[config.mk]
export PLATFORM = sky130hd
export DESIGN_NAME = core_modport_flat
export DESIGN_NICKNAME = d
export VERILOG_FILES = /design/src/rtl/core_modport_pkg.sv /design/src/rtl/core_modport_if.sv /design/src/rtl/core_modport_fifo.sv /design/src/rtl/core_modport.sv /design/src/flat_wrapper.sv
export SDC_FILE = /design/constraint.sdc
export NUM_CORES = 1
export LEC_CHECK = 0
export BUFFER_PORTS_ARGS = -buffer_cell sky130_fd_sc_hd__buf_4
export CORE_AREA = 2 2 144 146
export DETAILED_ROUTE_END_ITERATION = 10
export DIE_AREA = 0 0 146 148
export PLACE_DENSITY = 0.82
export SYNTH_ARGS = -nofsm -noshare
export SYNTH_HDL_FRONTEND = slang
export SYNTH_SLANG_ARGS = --single-unit
export TNS_END_PERCENT = 100
[constraint.sdc]
create_clock -name clk_i -period 3.11 [get_ports clk_i]
set_clock_uncertainty 0.2 [all_clocks]
set_input_delay 0 -clock clk_i [delete_from_list [all_inputs] [get_ports clk_i]]
set_output_delay 0 -clock clk_i [all_outputs]
set_load 0.01 [all_outputs]
[src/rtl/core_modport_pkg.sv]
// rtl/core_modport_pkg.sv - shared types and constants for the core memory-port model
package core_modport_pkg;

  localparam logic [31:0] FILL_INSTR_DEF = 32'h00000013;
  localparam int          STATS_W        = 32;

  typedef struct packed {
    logic        we;
    logic [3:0]  be;
    logic [31:0] addr;
    logic [31:0] wdata;
  } mem_req_t;

  function automatic logic [31:0] mask_be(input logic [3:0] be, input logic [31:0] d);
    logic [31:0] m;
    m = '0;
    for (int i = 0; i < 4; i++) begin
      m[8*i +: 8] = be[i] ? d[8*i +: 8] : 8'h00;
    end
    return m;
  endfunction

endpackage

[src/rtl/core_modport_if.sv]
// rtl/core_modport_if.sv - driver, instruction, data and monitor signal bundle
interface core_modport_if #(parameter int W = 32);

  logic          drv_valid_i;
  logic [W-1:0]  drv_instr_i;
  logic          drv_ready_o;
  logic          instr_req_i;
  logic [31:0]   instr_addr_i;
  logic          instr_gnt_o;
  logic          instr_rvalid_o;
  logic [W-1:0]  instr_rdata_o;
  logic          data_req_i;
  logic          data_we_i;
  logic [3:0]    data_be_i;
  logic [31:0]   data_addr_i;
  logic [31:0]   data_wdata_i;
  logic          data_gnt_o;
  logic          data_rvalid_o;
  logic [31:0]   data_rdata_o;
  logic          mon_valid_o;
  logic [31:0]   mon_addr_o;
  logic [3:0]    mon_be_o;
  logic [31:0]   mon_wdata_o;

  modport slave (
    input  drv_valid_i, drv_instr_i, instr_req_i, instr_addr_i,
           data_req_i, data_we_i, data_be_i, data_addr_i, data_wdata_i,
    output drv_ready_o, instr_gnt_o, instr_rvalid_o, instr_rdata_o,
           data_gnt_o, data_rvalid_o, data_rdata_o,
           mon_valid_o, mon_addr_o, mon_be_o, mon_wdata_o
  );

  modport master (
    output drv_valid_i, drv_instr_i, instr_req_i, instr_addr_i,
           data_req_i, data_we_i, data_be_i, data_addr_i, data_wdata_i,
    input  drv_ready_o, instr_gnt_o, instr_rvalid_o, instr_rdata_o,
           data_gnt_o, data_rvalid_o, data_rdata_o,
           mon_valid_o, mon_addr_o, mon_be_o, mon_wdata_o
  );

endinterface

[src/rtl/core_modport_fifo.sv]
// rtl/core_modport_fifo.sv - synchronous fetch-word FIFO, power-of-2 depth
module core_modport_fifo #(
  parameter int W     = 32,
  parameter int DEPTH = 4
) (
  input  logic                         clk_i,
  input  logic                         rst_i,
  input  logic                         push,
  input  logic [W-1:0]                 wdata,
  input  logic                         pop,
  output logic [W-1:0]                 rdata,
  output logic                         full,
  output logic                         empty,
  output logic [$clog2(DEPTH+1)-1:0]   count
);

  localparam int AW = $clog2(DEPTH);
  localparam int CW = $clog2(DEPTH+1);

  logic [W-1:0]  mem [DEPTH];
  logic [AW-1:0] wr_ptr, rd_ptr;
  logic          do_push, do_pop;

  // Refused operations are dropped here so callers never corrupt the pointers.
  assign do_push = push & ~full;
  assign do_pop  = pop & ~empty;
  assign full    = (count == CW'(DEPTH));
  assign empty   = (count == '0);
  assign rdata   = mem[rd_ptr];

  always_ff @(posedge clk_i) begin
    if (do_push) mem[wr_ptr] <= wdata;
  end

  always_ff @(posedge clk_i or posedge rst_i) begin
    if (rst_i) begin
      wr_ptr <= '0;
      rd_ptr <= '0;
      count  <= '0;
    end else begin
      if (do_push) wr_ptr <= wr_ptr + 1'b1;
      if (do_pop)  rd_ptr <= rd_ptr + 1'b1;
      case ({do_push, do_pop})
        2'b10:   count <= count + 1'b1;
        2'b01:   count <= count - 1'b1;
        default: count <= count;
      endcase
    end
  end

endmodule

[src/rtl/core_modport.sv]
// rtl/core_modport.sv - memory-side port model for core instr/data pins; PORT_STATS_EN adds fetch/store stats
module core_modport
  import core_modport_pkg::*;
#(
  parameter int                           INSTR_RDATA_WIDTH = 32,
  parameter int                           FIFO_DEPTH        = 4,
  parameter logic [INSTR_RDATA_WIDTH-1:0] FILL_INSTR        = FILL_INSTR_DEF,
  parameter logic [31:0]                  READ_DATA         = 32'h00000000
) (
  input  logic                clk_i,
  input  logic                rst_i,
  core_modport_if.slave       bus
`ifdef PORT_STATS_EN
  ,
  output logic [STATS_W-1:0]  fetch_cnt_o,
  output logic [STATS_W-1:0]  store_cnt_o,
  output logic [31:0]         last_fetch_addr_o
`endif
);

  localparam int W = INSTR_RDATA_WIDTH;

  logic                         fetch_go, data_go, store_go, q_push;
  logic                         q_full, q_empty;
  logic [W-1:0]                 q_head;
  logic [$clog2(FIFO_DEPTH+1)-1:0] unused_q_count;
  mem_req_t                     req;

  logic          instr_rvalid_q, data_rvalid_q, mon_valid_q;
  logic [W-1:0]  instr_rdata_q;
  logic [31:0]   data_rdata_q, mon_addr_q, mon_wdata_q;
  logic [3:0]    mon_be_q;

  // Grants are zero-wait but must not leak out while reset is held.
  assign fetch_go = bus.instr_req_i & ~rst_i;
  assign data_go  = bus.data_req_i & ~rst_i;
  assign store_go = data_go & req.we;
  assign q_push   = bus.drv_valid_i & ~q_full;
  assign req      = '{we: bus.data_we_i, be: bus.data_be_i,
                      addr: bus.data_addr_i, wdata: bus.data_wdata_i};

  core_modport_fifo #(.W(W), .DEPTH(FIFO_DEPTH)) u_fifo (
    .clk_i (clk_i),
    .rst_i (rst_i),
    .push  (q_push),
    .wdata (bus.drv_instr_i),
    .pop   (fetch_go),
    .rdata (q_head),
    .full  (q_full),
    .empty (q_empty),
    .count (unused_q_count)
  );

  always_ff @(posedge clk_i or posedge rst_i) begin
    if (rst_i) begin
      instr_rvalid_q <= 1'b0;
      instr_rdata_q  <= '0;
      data_rvalid_q  <= 1'b0;
      data_rdata_q   <= '0;
      mon_valid_q    <= 1'b0;
      mon_addr_q     <= '0;
      mon_be_q       <= '0;
      mon_wdata_q    <= '0;
    end else begin
      instr_rvalid_q <= fetch_go;
      if (fetch_go) instr_rdata_q <= q_empty ? FILL_INSTR : q_head;
      data_rvalid_q  <= data_go;
      if (data_go) data_rdata_q <= req.we ? 32'h0 : READ_DATA;
      mon_valid_q    <= store_go;
      if (store_go) begin
        mon_addr_q  <= req.addr;
        mon_be_q    <= req.be;
        mon_wdata_q <= mask_be(req.be, req.wdata);
      end
    end
  end

  assign bus.drv_ready_o    = ~q_full;
  assign bus.instr_gnt_o    = fetch_go;
  assign bus.instr_rvalid_o = instr_rvalid_q;
  assign bus.instr_rdata_o  = instr_rdata_q;
  assign bus.data_gnt_o     = data_go;
  assign bus.data_rvalid_o  = data_rvalid_q;
  assign bus.data_rdata_o   = data_rdata_q;
  assign bus.mon_valid_o    = mon_valid_q;
  assign bus.mon_addr_o     = mon_addr_q;
  assign bus.mon_be_o       = mon_be_q;
  assign bus.mon_wdata_o    = mon_wdata_q;

`ifdef PORT_STATS_EN
  always_ff @(posedge clk_i or posedge rst_i) begin
    if (rst_i) begin
      fetch_cnt_o       <= '0;
      store_cnt_o       <= '0;
      last_fetch_addr_o <= '0;
    end else begin
      if (fetch_go) begin
        fetch_cnt_o       <= fetch_cnt_o + 1'b1;
        last_fetch_addr_o <= bus.instr_addr_i;
      end
      if (store_go) store_cnt_o <= store_cnt_o + 1'b1;
    end
  end
`else
  logic unused_instr_addr;
  assign unused_instr_addr = ^bus.instr_addr_i;
`endif

endmodule

[src/flat_wrapper.sv]
// flat-port wrapper written by rule: the top's interface ports become plain ports
module core_modport_flat import core_modport_pkg::*;
#(
  parameter int                           INSTR_RDATA_WIDTH = 32,
  parameter int                           FIFO_DEPTH        = 4,
  parameter logic [INSTR_RDATA_WIDTH-1:0] FILL_INSTR        = FILL_INSTR_DEF,
  parameter logic [31:0]                  READ_DATA         = 32'h00000000
)
  (clk_i, rst_i, bus_drv_valid_i, bus_drv_instr_i, bus_instr_req_i, bus_instr_addr_i, bus_data_req_i, bus_data_we_i, bus_data_be_i, bus_data_addr_i, bus_data_wdata_i, bus_drv_ready_o, bus_instr_gnt_o, bus_instr_rvalid_o, bus_instr_rdata_o, bus_data_gnt_o, bus_data_rvalid_o, bus_data_rdata_o, bus_mon_valid_o, bus_mon_addr_o, bus_mon_be_o, bus_mon_wdata_o);
  core_modport_if #(.W(32)) bus_i ();
  input  logic clk_i;
  input  logic rst_i;
  input wire logic [$bits(bus_i.drv_valid_i)-1:0] bus_drv_valid_i;
  input wire logic [$bits(bus_i.drv_instr_i)-1:0] bus_drv_instr_i;
  input wire logic [$bits(bus_i.instr_req_i)-1:0] bus_instr_req_i;
  input wire logic [$bits(bus_i.instr_addr_i)-1:0] bus_instr_addr_i;
  input wire logic [$bits(bus_i.data_req_i)-1:0] bus_data_req_i;
  input wire logic [$bits(bus_i.data_we_i)-1:0] bus_data_we_i;
  input wire logic [$bits(bus_i.data_be_i)-1:0] bus_data_be_i;
  input wire logic [$bits(bus_i.data_addr_i)-1:0] bus_data_addr_i;
  input wire logic [$bits(bus_i.data_wdata_i)-1:0] bus_data_wdata_i;
  output wire logic [$bits(bus_i.drv_ready_o)-1:0] bus_drv_ready_o;
  output wire logic [$bits(bus_i.instr_gnt_o)-1:0] bus_instr_gnt_o;
  output wire logic [$bits(bus_i.instr_rvalid_o)-1:0] bus_instr_rvalid_o;
  output wire logic [$bits(bus_i.instr_rdata_o)-1:0] bus_instr_rdata_o;
  output wire logic [$bits(bus_i.data_gnt_o)-1:0] bus_data_gnt_o;
  output wire logic [$bits(bus_i.data_rvalid_o)-1:0] bus_data_rvalid_o;
  output wire logic [$bits(bus_i.data_rdata_o)-1:0] bus_data_rdata_o;
  output wire logic [$bits(bus_i.mon_valid_o)-1:0] bus_mon_valid_o;
  output wire logic [$bits(bus_i.mon_addr_o)-1:0] bus_mon_addr_o;
  output wire logic [$bits(bus_i.mon_be_o)-1:0] bus_mon_be_o;
  output wire logic [$bits(bus_i.mon_wdata_o)-1:0] bus_mon_wdata_o;
  assign bus_i.drv_valid_i = bus_drv_valid_i;
  assign bus_i.drv_instr_i = bus_drv_instr_i;
  assign bus_i.instr_req_i = bus_instr_req_i;
  assign bus_i.instr_addr_i = bus_instr_addr_i;
  assign bus_i.data_req_i = bus_data_req_i;
  assign bus_i.data_we_i = bus_data_we_i;
  assign bus_i.data_be_i = bus_data_be_i;
  assign bus_i.data_addr_i = bus_data_addr_i;
  assign bus_i.data_wdata_i = bus_data_wdata_i;
  assign bus_drv_ready_o = bus_i.drv_ready_o;
  assign bus_instr_gnt_o = bus_i.instr_gnt_o;
  assign bus_instr_rvalid_o = bus_i.instr_rvalid_o;
  assign bus_instr_rdata_o = bus_i.instr_rdata_o;
  assign bus_data_gnt_o = bus_i.data_gnt_o;
  assign bus_data_rvalid_o = bus_i.data_rvalid_o;
  assign bus_data_rdata_o = bus_i.data_rdata_o;
  assign bus_mon_valid_o = bus_i.mon_valid_o;
  assign bus_mon_addr_o = bus_i.mon_addr_o;
  assign bus_mon_be_o = bus_i.mon_be_o;
  assign bus_mon_wdata_o = bus_i.mon_wdata_o;
  core_modport #(.INSTR_RDATA_WIDTH(INSTR_RDATA_WIDTH), .FIFO_DEPTH(FIFO_DEPTH), .FILL_INSTR(FILL_INSTR), .READ_DATA(READ_DATA)) u_core (.clk_i(clk_i), .rst_i(rst_i), .bus(bus_i));
endmodule
# Yosys cells after proc, flatten, opt, wreduce, memory -nomap -nowiden

Memories as Yosys holds them, arrays and structs flattened.
Index checks and enable logic that the tools add are counted.

Output and inout port bits: 138
Input bits: 138
Flip-flop bits (word level): 110
Bits in writable memories: 128
Logic and storage cells: 37
Memories: 1

Memory list:

| memory            | words | width | rd ports | clocked after memory_dff | wr ports | RTL line                | source |
|---|---|---|---|---|---|---|---|
| u_core.u_fifo.mem | 4     | 32    | 1        | 0                        | 1        | core_modport_fifo.sv:20 | `logic [W-1:0] mem [DEPTH];` |

Add/sub/neg operators: 4
Bitwise operators: 9
Eq/ne operators: 3
Reduce and logical (&&, ||, !) cells: 2
Mux-type cells: 8

Operator list:

| operator                                            | count |
|---|---|
| 2-to-1 mux 32 bit                                   | 1 |
| 2-to-1 mux 8 bit                                    | 4 |
| bitwise AND 1 bit                                   | 6 |
| case mux 3 bit (2 select lines)                     | 1 |
| adder 2 x 1 -> 2 bit, second input constant         | 2 |
| adder 3 x 1 -> 3 bit, second input constant         | 1 |
| equality test 3 bit, second input constant          | 1 |
| zero test 3 bit                                     | 1 |
| NOT 1 bit                                           | 3 |
| subtractor 3 x 1 -> 3 bit, second input constant    | 1 |
| equality test 2 x 1 -> 1 bit, second input constant | 1 |
| equality test 2 bit, second input constant          | 1 |
| 2-to-1 mux 1 bit                                    | 2 |
| nonzero test 2 bit                                  | 1 |

# Depth between registers and ports, before layout

Gate-level depths: netlist of the first run.

Depth after elaboration: 6
Mapped depth: 11

# Hierarchy

From an unflattened synthesis of the first run, not the netlist that was laid out.

Cells, all modules: 567
Area total of the unflattened synthesis: 9,644.2 µm²

Modules (own cells, without submodules):

| module            | seq. area each (µm²) | instances | area each (µm²) | cells each |
|---|---|---|---|---|
| core_modport_fifo | 4,018.9              | 1         | 5,094.9         | 206 |
| core_modport      | 2,577.5              | 1         | 4,549.4         | 361 |

# Least setup slack after synthesis of the first run

No wires, ideal clock.

Path type: register -> register
From: register u_core.u_fifo.count[0]
To: register u_core.u_fifo.count[2]
Cell stages (with the launch flop): 10
Library setup time: 79 ps
Clock period less this slack: 2,362 ps
Slack: 748 ps
Required time: 2,831 ps
Arrival: 2,082 ps
Buffers on the path: 0
Cell sequence: dfrtp_1 -> or3b_4 -> and2_4 -> inv_1 -> ha_1 -> inv_1 -> fa_1 -> xor2_1 -> nor2_1 -> xor2_1

Cells in the longest elaborated chain, start to end: 6

Ends and longest elaborated chain:

| element                                                               | RTL line                | source |
|---|---|---|
| start, declared                                                       | core_modport_fifo.sv:14 | `output logic [$clog2(DEPTH+1)-1:0] count` |
| start signal, assigned                                                | core_modport_fifo.sv:44 | `2'b10: count <= count + 1'b1;` |
| start signal, assigned                                                | core_modport_fifo.sv:45 | `2'b01: count <= count - 1'b1;` |
| start signal, assigned                                                | core_modport_fifo.sv:46 | `default: count <= count;` |
| equality test 3 bit (*)                                               | core_modport_fifo.sv:27 | `assign full = (count == CW'(DEPTH));` |
| NOT 1 bit (*)                                                         | -                       |  |
| named net bus_drv_ready_o                                             | flat_wrapper.sv:22      | `output wire logic [$bits(bus_i.drv_ready_o)-1:0] bus_drv_ready_o;` |
| bitwise AND 1 bit                                                     | core_modport.sv:38      | `assign q_push = bus.drv_valid_i & ~q_full;` |
| bitwise AND 1 bit (*)                                                 | core_modport_fifo.sv:25 | `assign do_push = push & ~full;` |
| equality test 2 x 1 -> 1 bit or equality test 2 bit (tied branches)   | core_modport_fifo.sv:43 | `case ({do_push, do_pop})` |
| case mux 3 bit (2 select lines) or nonzero test 2 bit (tied branches) | -                       |  |

Mark *: on every way through the listed nets, which the timed path passes. The rest lies on a longest branch.
A chain may end at the register's enable or synchronous reset.

# Final worst setup path of the first run

From: register u_core.u_fifo.count[0]
To: register u_core.u_fifo.count[2]

Cells in the longest elaborated chain, start to end: 6

Ends and longest elaborated chain:

| element                                                               | RTL line |
|---|---|
| equality test 3 bit                                                   | core_modport_fifo.sv:27 |
| NOT 1 bit                                                             | core_modport_fifo.sv:25, core_modport.sv:38 |
| bitwise AND 1 bit                                                     | core_modport.sv:38 |
| bitwise AND 1 bit                                                     | core_modport_fifo.sv:25 |
| equality test 2 x 1 -> 1 bit or equality test 2 bit (tied branches)   | core_modport_fifo.sv:43 |
| case mux 3 bit (2 select lines) or nonzero test 2 bit (tied branches) | - |

Several ways; a longest one is shown, not always the timed one.

==> results of run 1 <==
metal layers:
layer / track usage / routed length, µm / share of wire
met1: 0.261 / 8850 / 0.37
met2: 0.405 / 12700 / 0.53
met3: 0.0488 / 1740 / 0.072
met4: 0.0762 / 860 / 0.036
met5: 0 / 0 / 0
what timing repair did:
item,in CTS,in global routing
hold buffers,168,0
hold endpoints to repair,317,0
buffers inserted,0,0
resized for setup,0,0
cells in the mapped netlist, drive strengths merged:
cell type  instances
a22o              29
and2               1
and3               4
buf               50
clkbuf            11
conb               1
dfrtp            110
edfxtp           128
fa                 1
ha                 5
inv               10
mux2              37
mux2i              1
mux4              32
nand2             64
nand2b             2
nand3b             1
nor2               1
nor2b              1
nor3               1
nor3b              1
o21ai             32
o22a               3
or3b               1
xnor2              3
xor2               3
per-stage QoR:
step,instances,power (µW),cell area [µm²],util
after floorplan,564,6050,9240,-
after global placement,993,7000,10800,0.541
after detailed placement,993,7080,10800,0.541
after CTS,1207,10500,13400,0.668
after global routing,1209,10900,13400,0.669
final,1209,10400,13400,0.669
path summary, 6_finish.rpt:
kind | depth (start not counted) | to | slack [ns] | start
setup / recovery | 9 | u_core.u_fifo.count[2] | 0.65 | u_core.u_fifo.count[0]
hold / removal | 3 | u_core.bus.instr_rdata_o[23] | -0.01 | rst_i
setup reg to reg | 9 | u_core.u_fifo.count[2] | 0.65 | u_core.u_fifo.count[0]
hold reg to reg | 1 | u_core.u_fifo.count[2] | 0.29 | u_core.u_fifo.count[2]
max in group asynchronous | 4 | u_core.bus.mon_addr_o[22] | 1.90 | rst_i
min in group clk_i | 2 | u_core.u_fifo.mem[1][28] | 0.01 | bus_drv_instr_i[28]
area by class of cell:
class,count,area (µm²)
inverters,10,40.0
well taps,270,338
multi-input cells,255,2190
fillers,1301,6640
flip-flops and latches,238,6600
repair buffers,388,3350
clock inverters,16,211
clock buffers,30,664
diodes,2,5.00
power by group:
part	switching (µW)	total, µW	internal [µW]	leakage (µW)
Sequential	381	4500	4120	0.00253
Combinational	1260	2760	1500	0.00275
Clock	1270	3150	1880	0.000424
cell families after synthesis:
family	count (synthesis)
flops	238
simple gates	77
buf+inv	71
mux	70
compound gates	64
fa+ha+maj	6
xor+xnor	6
other cells	1
flip-flops by register name, summed over array words and instances, names as in the netlist:
signal	flops
u_core.u_fifo.count	3
u_core.bus.mon_be_o	4
u_core.u_fifo.rd_ptr	2
u_core.u_fifo.wr_ptr	2
u_core.bus.mon_wdata_o	32
u_core.u_fifo.mem	128
u_core.bus.mon_addr_o	32
u_core.bus.mon_valid_o	1
u_core.bus.data_rvalid_o	1
u_core.bus.instr_rdata_o	32
u_core.bus.instr_rvalid_o	1
tightest hold or removal path: stages:
cell and delay (ns):
dlygate4sd3_1 0.54, buf_4 0.18, inv_4 0.48
==> results.cfg, run 1 <==
[outcome]
status = finished, violations left
violations = hold timing

[cells_and_area]
flow.area_growth_from_synthesis_pct = 46.8
layout-drive-gt1-share = 0.358
nets = 1062
layout_common_cells = buf_4 (219), dlygate4sd3_1 (168), edfxtp_1 (128)
final_common_cell = buf_4

[drt]
first_iter_violations = 308
drt_wl_total_um = 24100
post-route-drc-count = 0
wl_per_cell_um = 19.9
post_drt_via_cell_ratio = 5.01
drtPass1Iterations = 4
vias = 6054
detail-route-antenna-nets = 0

[pwr]
power-per-cell-area_mw_per_mm2 = 777
irDropWorstVdd_mv = 0.642
p_leak_uw = 0.00570

[die]
io_pins = 276
std_cell_rows = 52
initial_core_util = 0.455
die_width_um = 146
die_y_um = 148
fp.dieArea_mm2 = 0.0216
core-area_mm2 = 0.0200

[clock_tree]
numCtsBuffers = 25
clk-insertion-delay-late_ns = 0.53
htreeDepth = 1
cts-root-buf = clkbuf_16
clkTransAtPathRegs_ns = 0.07
cts_tree = done
cts_buffer_depth = 3
cts.sinks = 238

[placed_design]
place.gp.congestion = 0.800
io_buffers = 211
dp_slack_ns = 0.684
dp_hpwl_um = 12900

[sta]
layout_worst_path_cycle_share = 0.790
fmax_mhz = 407
setup-tns-final_ns = 0
setup_slack_ns = 0.654
rsz0062_at_grt = no
period_needed_ns = 2.46
holdWs_ns = -0.0101
hold_viol = 16
finalSetupViolations = 0
tightestPinTransition_ns = 0.906
relSlewSlack = 0.396
slew_violations = 0

[synth]
synthXorXnorAreaFrac = 0.00576
synthTopCellsByArea = edfxtp_1 (42%), dfrtp_1 (30%), mux4_2 (6.9%)
synth_simple_gate_area_share = 0.0359
synth-seq-cells = 238
muxShareOfSynthArea = 0.128
yosys.cell_types.count = 32
yosys.area.top_type_share = 0.421
yosysTopAreaCell = edfxtp_1
ys_warn_count = 0
synth_top_family_by_area = multiplexers
synth_adder_area_share = 0.00905
synth_area_per_cell_um2 = 17.1
syn_area_mm2 = 0.00913
synth_cells = 533
synth-compound-area-share = 0.0483
seq_area_frac_synth = 0.723

[worst_setup_path]
end_kind = flip-flop
path_max_fanout = 6
crit_type = flip-flop to flip-flop
cp-start-kind = flip-flop
path_delay_family = simple AND/OR/NAND/NOR gates
critPathArrivalTime_ns = 2.71
cp_slowest_cell = or3b_4
cpPeakStageDelay_ns = 0.44
cp_cell_sequence = or3b_4, and2_4, inv_1, ha_1, inv_1, fa_1, xor2_1, nor2_1, xor2_1
required_ns = 3.36
cp_num_buf_inv = 2

[grt]
grt_max_degree = 102
grtUsageTotal = 0.222
antenna_found_initial = 2
grt_pass1_vias = 6706
grt_pass1_wl_um = 37400
overflow = 0

[hold_path]
hold_class = primary input to async pin

[job]
drv_cap = 0
Power figures use the tool's default switching activity.
==> inputs of run 2 (changes only) <==
- CORE_AREA: 2 2 144 146 -> 2 2 137 139
- DIE_AREA: 0 0 146 148 -> 0 0 139 141
- PLACE_DENSITY: 0.82 -> 0.86
- clock period: 3.11 -> 2.4 ns (I/O delays scaled with it)
==> results.cfg, run 2 (synthesized netlist as in run 1, its figures left out) <==
[cells_and_area]
flow.area_growth_from_synthesis_pct = 45.5
largest_reg_flops = 128
fin_util = 0.727
layout_common_cells = buf_4 (222), dlygate4sd3_1 (158), edfxtp_1 (128)
fill_cells = 1082
layout-drive-gt1-share = 0.365
final_common_cell = buf_4
nets = 1055
top_register = u_core.u_fifo.mem

[placed_design]
place.gp.congestion = 0.802
dp_hpwl_um = 12700
io_buffers = 211
dp_slack_ns = 0.0621

[worst_setup_path]
rr_worst_depth = 9
cp-start-kind = flip-flop
rr_startpoint = u_core.u_fifo.count[1]
cpPeakStageDelay_ns = 0.40
crit_type = flip-flop to flip-flop
path_common_cell = xor2_1
cp_slowest_cell = dfrtp_1
end_kind = flip-flop
cp_cell_sequence = or3b_4, and2_4, inv_1, ha_2, inv_2, fa_2, xor2_1, nor2_1, xor2_1
required_ns = 2.65
path_max_fanout = 3
critPathArrivalTime_ns = 2.51
r2r-end = u_core.u_fifo.count[2]
r2r_slack_ns = 0.13

[sta]
period_needed_ns = 2.27
rsz0062_at_grt = no
hold_viol = 0
finalSetupViolations = 0
setup_slack_ns = 0.133
layout_worst_path_cycle_share = 0.944
fmax_mhz = 441
tightestPinTransition_ns = 0.879
relSlewSlack = 0.414
slew_violations = 0
setup-tns-final_ns = 0

[pwr]
irDropWorstVdd_mv = 1.16
comb_power_share = 0.273
p_clk_frac = 0.293
power-per-cell-area_mw_per_mm2 = 1010
intPower_uw = 9660
switching_share = 0.279
p_seq_frac = 0.434
switchingPower_uw = 3750
p_leak_uw = 0.00565

[drt]
post-route-drc-count = 0
wl_per_cell_um = 20.5
drtPass1Iterations = 4
detail-route-antenna-nets = 0
first_iter_violations = 276
vias = 5953
drt_wl_total_um = 23800
post_drt_via_cell_ratio = 5.11

[clock_tree]
clkTransAtPathRegs_ns = 0.06
cts_tree = done
htreeDepth = 1
cts_buffer_depth = 3
cts-root-buf = clkbuf_16
cts.sinks = 238
numCtsBuffers = 24
clk-insertion-delay-late_ns = 0.53

[hold_path]
hold_class = primary input to flip-flop
hold_end = u_core.u_fifo.mem[0][21]
hold_depth = 2
worstHoldStart = bus_drv_instr_i[21]

[grt]
grt_max_degree = 58
grtUsageTotal = 0.239
grt_pass1_wl_um = 36300
overflow = 0
antenna_found_initial = 1
grt_pass1_vias = 6435

[die]
initial_core_util = 0.500
die_width_um = 139
fp.dieArea_mm2 = 0.0196
io_pins = 276
die_y_um = 141
core-area_mm2 = 0.0183
std_cell_rows = 50

[outcome]
status = complete, no violations

[job]
drv_cap = 0
[run 2: what timing repair did]
| action | CTS | global route |
|---|---|---|
| setup endpoints to repair | 0 | 1 |
| hold buffers | 158 | 0 |
| resized for setup | 0 | 3 |
| hold endpoints to repair | 329 | 0 |
| buffers inserted | 0 | 1 |
[run 2: area by class of cell]
class                   instances  area [µm²]  area share
diodes                          1        2.50    0.000189
clock inverters                15         221      0.0167
well taps                     234         293      0.0221
flip-flops and latches        238        6600       0.497
multi-input cells             255        2200       0.166
clock buffers                  29         629      0.0474
inverters                      10        41.3     0.00311
repair buffers                382        3290       0.248
[run 2: worst max path at each step]
stage / startpoint / end / depth (start not counted)
2_1_floorplan: u_core.u_fifo.count[0] / u_core.u_fifo.count[2] / 9
3_3_place_gp: u_core.u_fifo.count[1] / u_core.u_fifo.count[2] / 9
3_5_place_dp: u_core.u_fifo.count[1] / u_core.u_fifo.count[2] / 9
4_1_cts: u_core.u_fifo.count[1] / u_core.u_fifo.count[2] / 9
5_1_grt: u_core.u_fifo.count[1] / u_core.u_fifo.count[2] / 9
6_report: u_core.u_fifo.count[1] / u_core.u_fifo.count[2] / 9
[run 2: worst max-delay path: cells and delay by family, from the launching register on]
family,cells,cell delay [ns]
adders and majority gates,2,0.53
buffers and inverters,2,0.09
DFF,1,0.40
and+or+nand+nor,3,0.68
xor gates and xnor gates,2,0.29
[run 2: through the flow]
step	instance area (µm²)	hold WS, ns	total power [µW]	cells
after floorplan	9250	-0.147	7840	564
after global placement	10800	-0.142	9090	960
after detailed placement	10800	-0.145	9230	960
after CTS	13300	0.000880	13400	1162
after global routing	13300	0.0112	14000	1164
final	13300	0.0131	13400	1164
[run 2: power by group through the flow]
| stage | logic (µW) | clock network (µW) | registers, µW |
|---|---|---|---|
| 2_1_floorplan | 1890 | 0 | 5940 |
| 3_3_place_gp | 3290 | 0 | 5810 |
| 3_5_place_dp | 3390 | 0 | 5840 |
| 4_1_cts | 3650 | 3970 | 5800 |
| 5_1_grt | 3950 | 4160 | 5900 |
| 6_report | 3660 | 3920 | 5810 |
[run 2: per-layer routing]
layer / part of all wire / GRT usage / vias up
met5: 0 / 0 / -
met4: 0.024 / 0.0622 / 0
met3: 0.066 / 0.0486 / 36
met2: 0.53 / 0.443 / 268
met1: 0.38 / 0.289 / 2997
li1: - / - / 2652
==> inputs of run 3 (changes only) <==
- ABC_AREA: unset -> 1
- CORE_AREA: 2 2 137 139 -> 2 2 139 141
- DIE_AREA: 0 0 139 141 -> 0 0 141 143
==> results.cfg, run 3 <==
[worst_setup_path]
cp_cell_sequence = nor2_4, nand2_1, nand2_2, ha_1, inv_1, fa_1, or2_2, nand2_1, xor2_1
end_kind = flip-flop
crit_type = flip-flop to flip-flop
path_common_cell = nand2_1
cp_slowest_cell = fa_1
cpPeakStageDelay_ns = 0.45
critPathArrivalTime_ns = 2.50
cp-start-kind = flip-flop
path_max_fanout = 3
path_delay_family = simple AND/OR/NAND/NOR gates
crit_cells = 9
rr_worst_depth = 9
required_ns = 2.64
cp_num_buf_inv = 1

[synth]
ys_top_cells_by_count = nand2_1 (368), edfxtp_1 (128), dfrtp_1 (110)
synth-edff-count = 128
ys_warn_count = 0
yosysTopAreaCell = edfxtp_1
async_flop_share = 0.462
synth.most_common_cell = nand2_1
synth_flop_cell = edfxtp_1
yosys.cell_types.count = 28
yosys.area.top_type_share = 0.403
synthTopCellsByArea = edfxtp_1 (40%), dfrtp_1 (29%), nand2_1 (14%)
synth_area_per_cell_um2 = 10.9
synth-seq-cells = 238
synth_cells = 874
seq_area_frac_synth = 0.692
syn_area_mm2 = 0.00953

[drt]
first_iter_violations = 545
dr.max_layer_used = met4
vias = 7785
wl_met1_um = 10500
wl_met3_um = 2100
post-route-drc-count = 0
wl_met2_um = 14300
wl_per_cell_um = 18.8
drt_wl_total_um = 28300
drtPass1Iterations = 7
detail-route-antenna-nets = 0
post_drt_via_cell_ratio = 5.18

[clock_tree]
postCtsHoldBufs = 165
cts_resized = 0
cts_buffer_depth = 3
cts_setup_buffers = 0
clkTransAtPathRegs_ns = 0.06
htreeDepth = 1
cts_tree = done
clk-insertion-delay-late_ns = 0.52
cts-root-buf = clkbuf_16
cts.sinks = 238
numCtsBuffers = 24

[sta]
tightestPinTransition_ns = 0.868
setup-tns-final_ns = 0
finalSetupViolations = 0
relSlewSlack = 0.421
rsz0062_at_grt = no
holdWs_ns = 0.0237
period_needed_ns = 2.26
hold_viol = 0
slew_violations = 0
layout_worst_path_cycle_share = 0.942
fmax_mhz = 442

[cells_and_area]
top_register = u_core.u_fifo.mem
fill_cells = 1079
largest_reg_flops = 128
regArea_mm2 = 0.00660
flow.area_growth_from_synthesis_pct = 42.9
layout_common_cells = nand2_1 (368), buf_4 (229), dlygate4sd3_1 (165)
final_common_cell = nand2_1
nets = 1393
layout-drive-gt1-share = 0.223
multiInputGateArea_mm2 = 0.00242

[grt]
grt_pass1_vias = 7900
grt_max_degree = 67
overflow = 0
grtUsageTotal = 0.280
antenna_found_initial = 3
grt_pass1_wl_um = 43400

[placed_design]
place.gp.congestion = 0.811
dp_hpwl_um = 15000
io_buffers = 211

[job]
drv_cap = 0

[outcome]
status = complete, no violations

[pwr]
p_leak_uw = 0.00629
irDropWorstVdd_mv = 1.04
power-per-cell-area_mw_per_mm2 = 981

[die]
std_cell_rows = 50
core-area_mm2 = 0.0186
initial_core_util = 0.513
fp.dieArea_mm2 = 0.0202
die_y_um = 143
io_pins = 276
die_width_um = 141

[hold_path]
hold_depth = 2
hold_class = primary input to flip-flop
## run 3: cell families after synthesis
| logic type | count (synthesis) | synth area share |
|---|---|---|
| simple gates | 481 | 0.206 |
| flops | 238 | 0.692 |
| buf+inv | 108 | 0.0695 |
| compound gates | 37 | 0.0206 |
| fa+ha+maj | 6 | 0.00866 |
| xor+xnor | 3 | 0.00276 |
| other cells | 1 | 0.000393 |
## run 3: power breakdown
group          internal [µW]  total [µW]  switching [µW]
combinational           1640        4010            2360
clock                   2120        3650            1530
sequential              5280        5700             420
total                   9040       13400            4320
## run 3: layer usage
layer	vias up	track usage
met2	407	0.488
li1	3534	-
met3	89	0.0573
met5	-	0
met1	3755	0.333
met4	0	0.137
## run 3: final cells by class
type | instances | area share
Antenna cell | 3 | 0.000551
Clock buffer | 35 | 0.0508
Clock inverter | 9 | 0.00652
Inverter | 31 | 0.00910
Multi-Input combinational cell | 559 | 0.178
Sequential cell | 238 | 0.485
Tap cell | 234 | 0.0215
Timing Repair Buffer | 395 | 0.249
## run 3: final timing paths
check,slack [ns],from,end
worst max-delay path,0.14,u_core.u_fifo.count[0],u_core.u_fifo.count[2]
worst min-delay path,0.02,bus_drv_instr_i[20],u_core.u_fifo.mem[1][20]
worst max register to register,0.14,u_core.u_fifo.count[0],u_core.u_fifo.count[2]
worst min register to register,0.28,u_core.bus.instr_rdata_o[6],u_core.bus.instr_rdata_o[6]
max in group asynchronous,0.56,rst_i,u_core.u_fifo.rd_ptr[0]
min in group asynchronous,0.10,rst_i,u_core.bus.instr_rdata_o[19]
## run 3: through the flow
| stage | std cells | cell area [µm²] | total power, µW | setup WS, ns | util |
|---|---|---|---|---|---|
| 2_1_floorplan | 905 | 9650 | 7830 | -0.313 | - |
| 3_3_place_gp | 1292 | 11200 | 9220 | 0.252 | 0.602 |
| 3_5_place_dp | 1292 | 11200 | 9370 | 0.156 | 0.602 |
| 4_1_cts | 1501 | 13600 | 13300 | 0.132 | 0.732 |
| 5_1_grt | 1504 | 13600 | 14000 | 0.0172 | 0.733 |
| 6_report | 1504 | 13600 | 13400 | 0.138 | 0.733 |
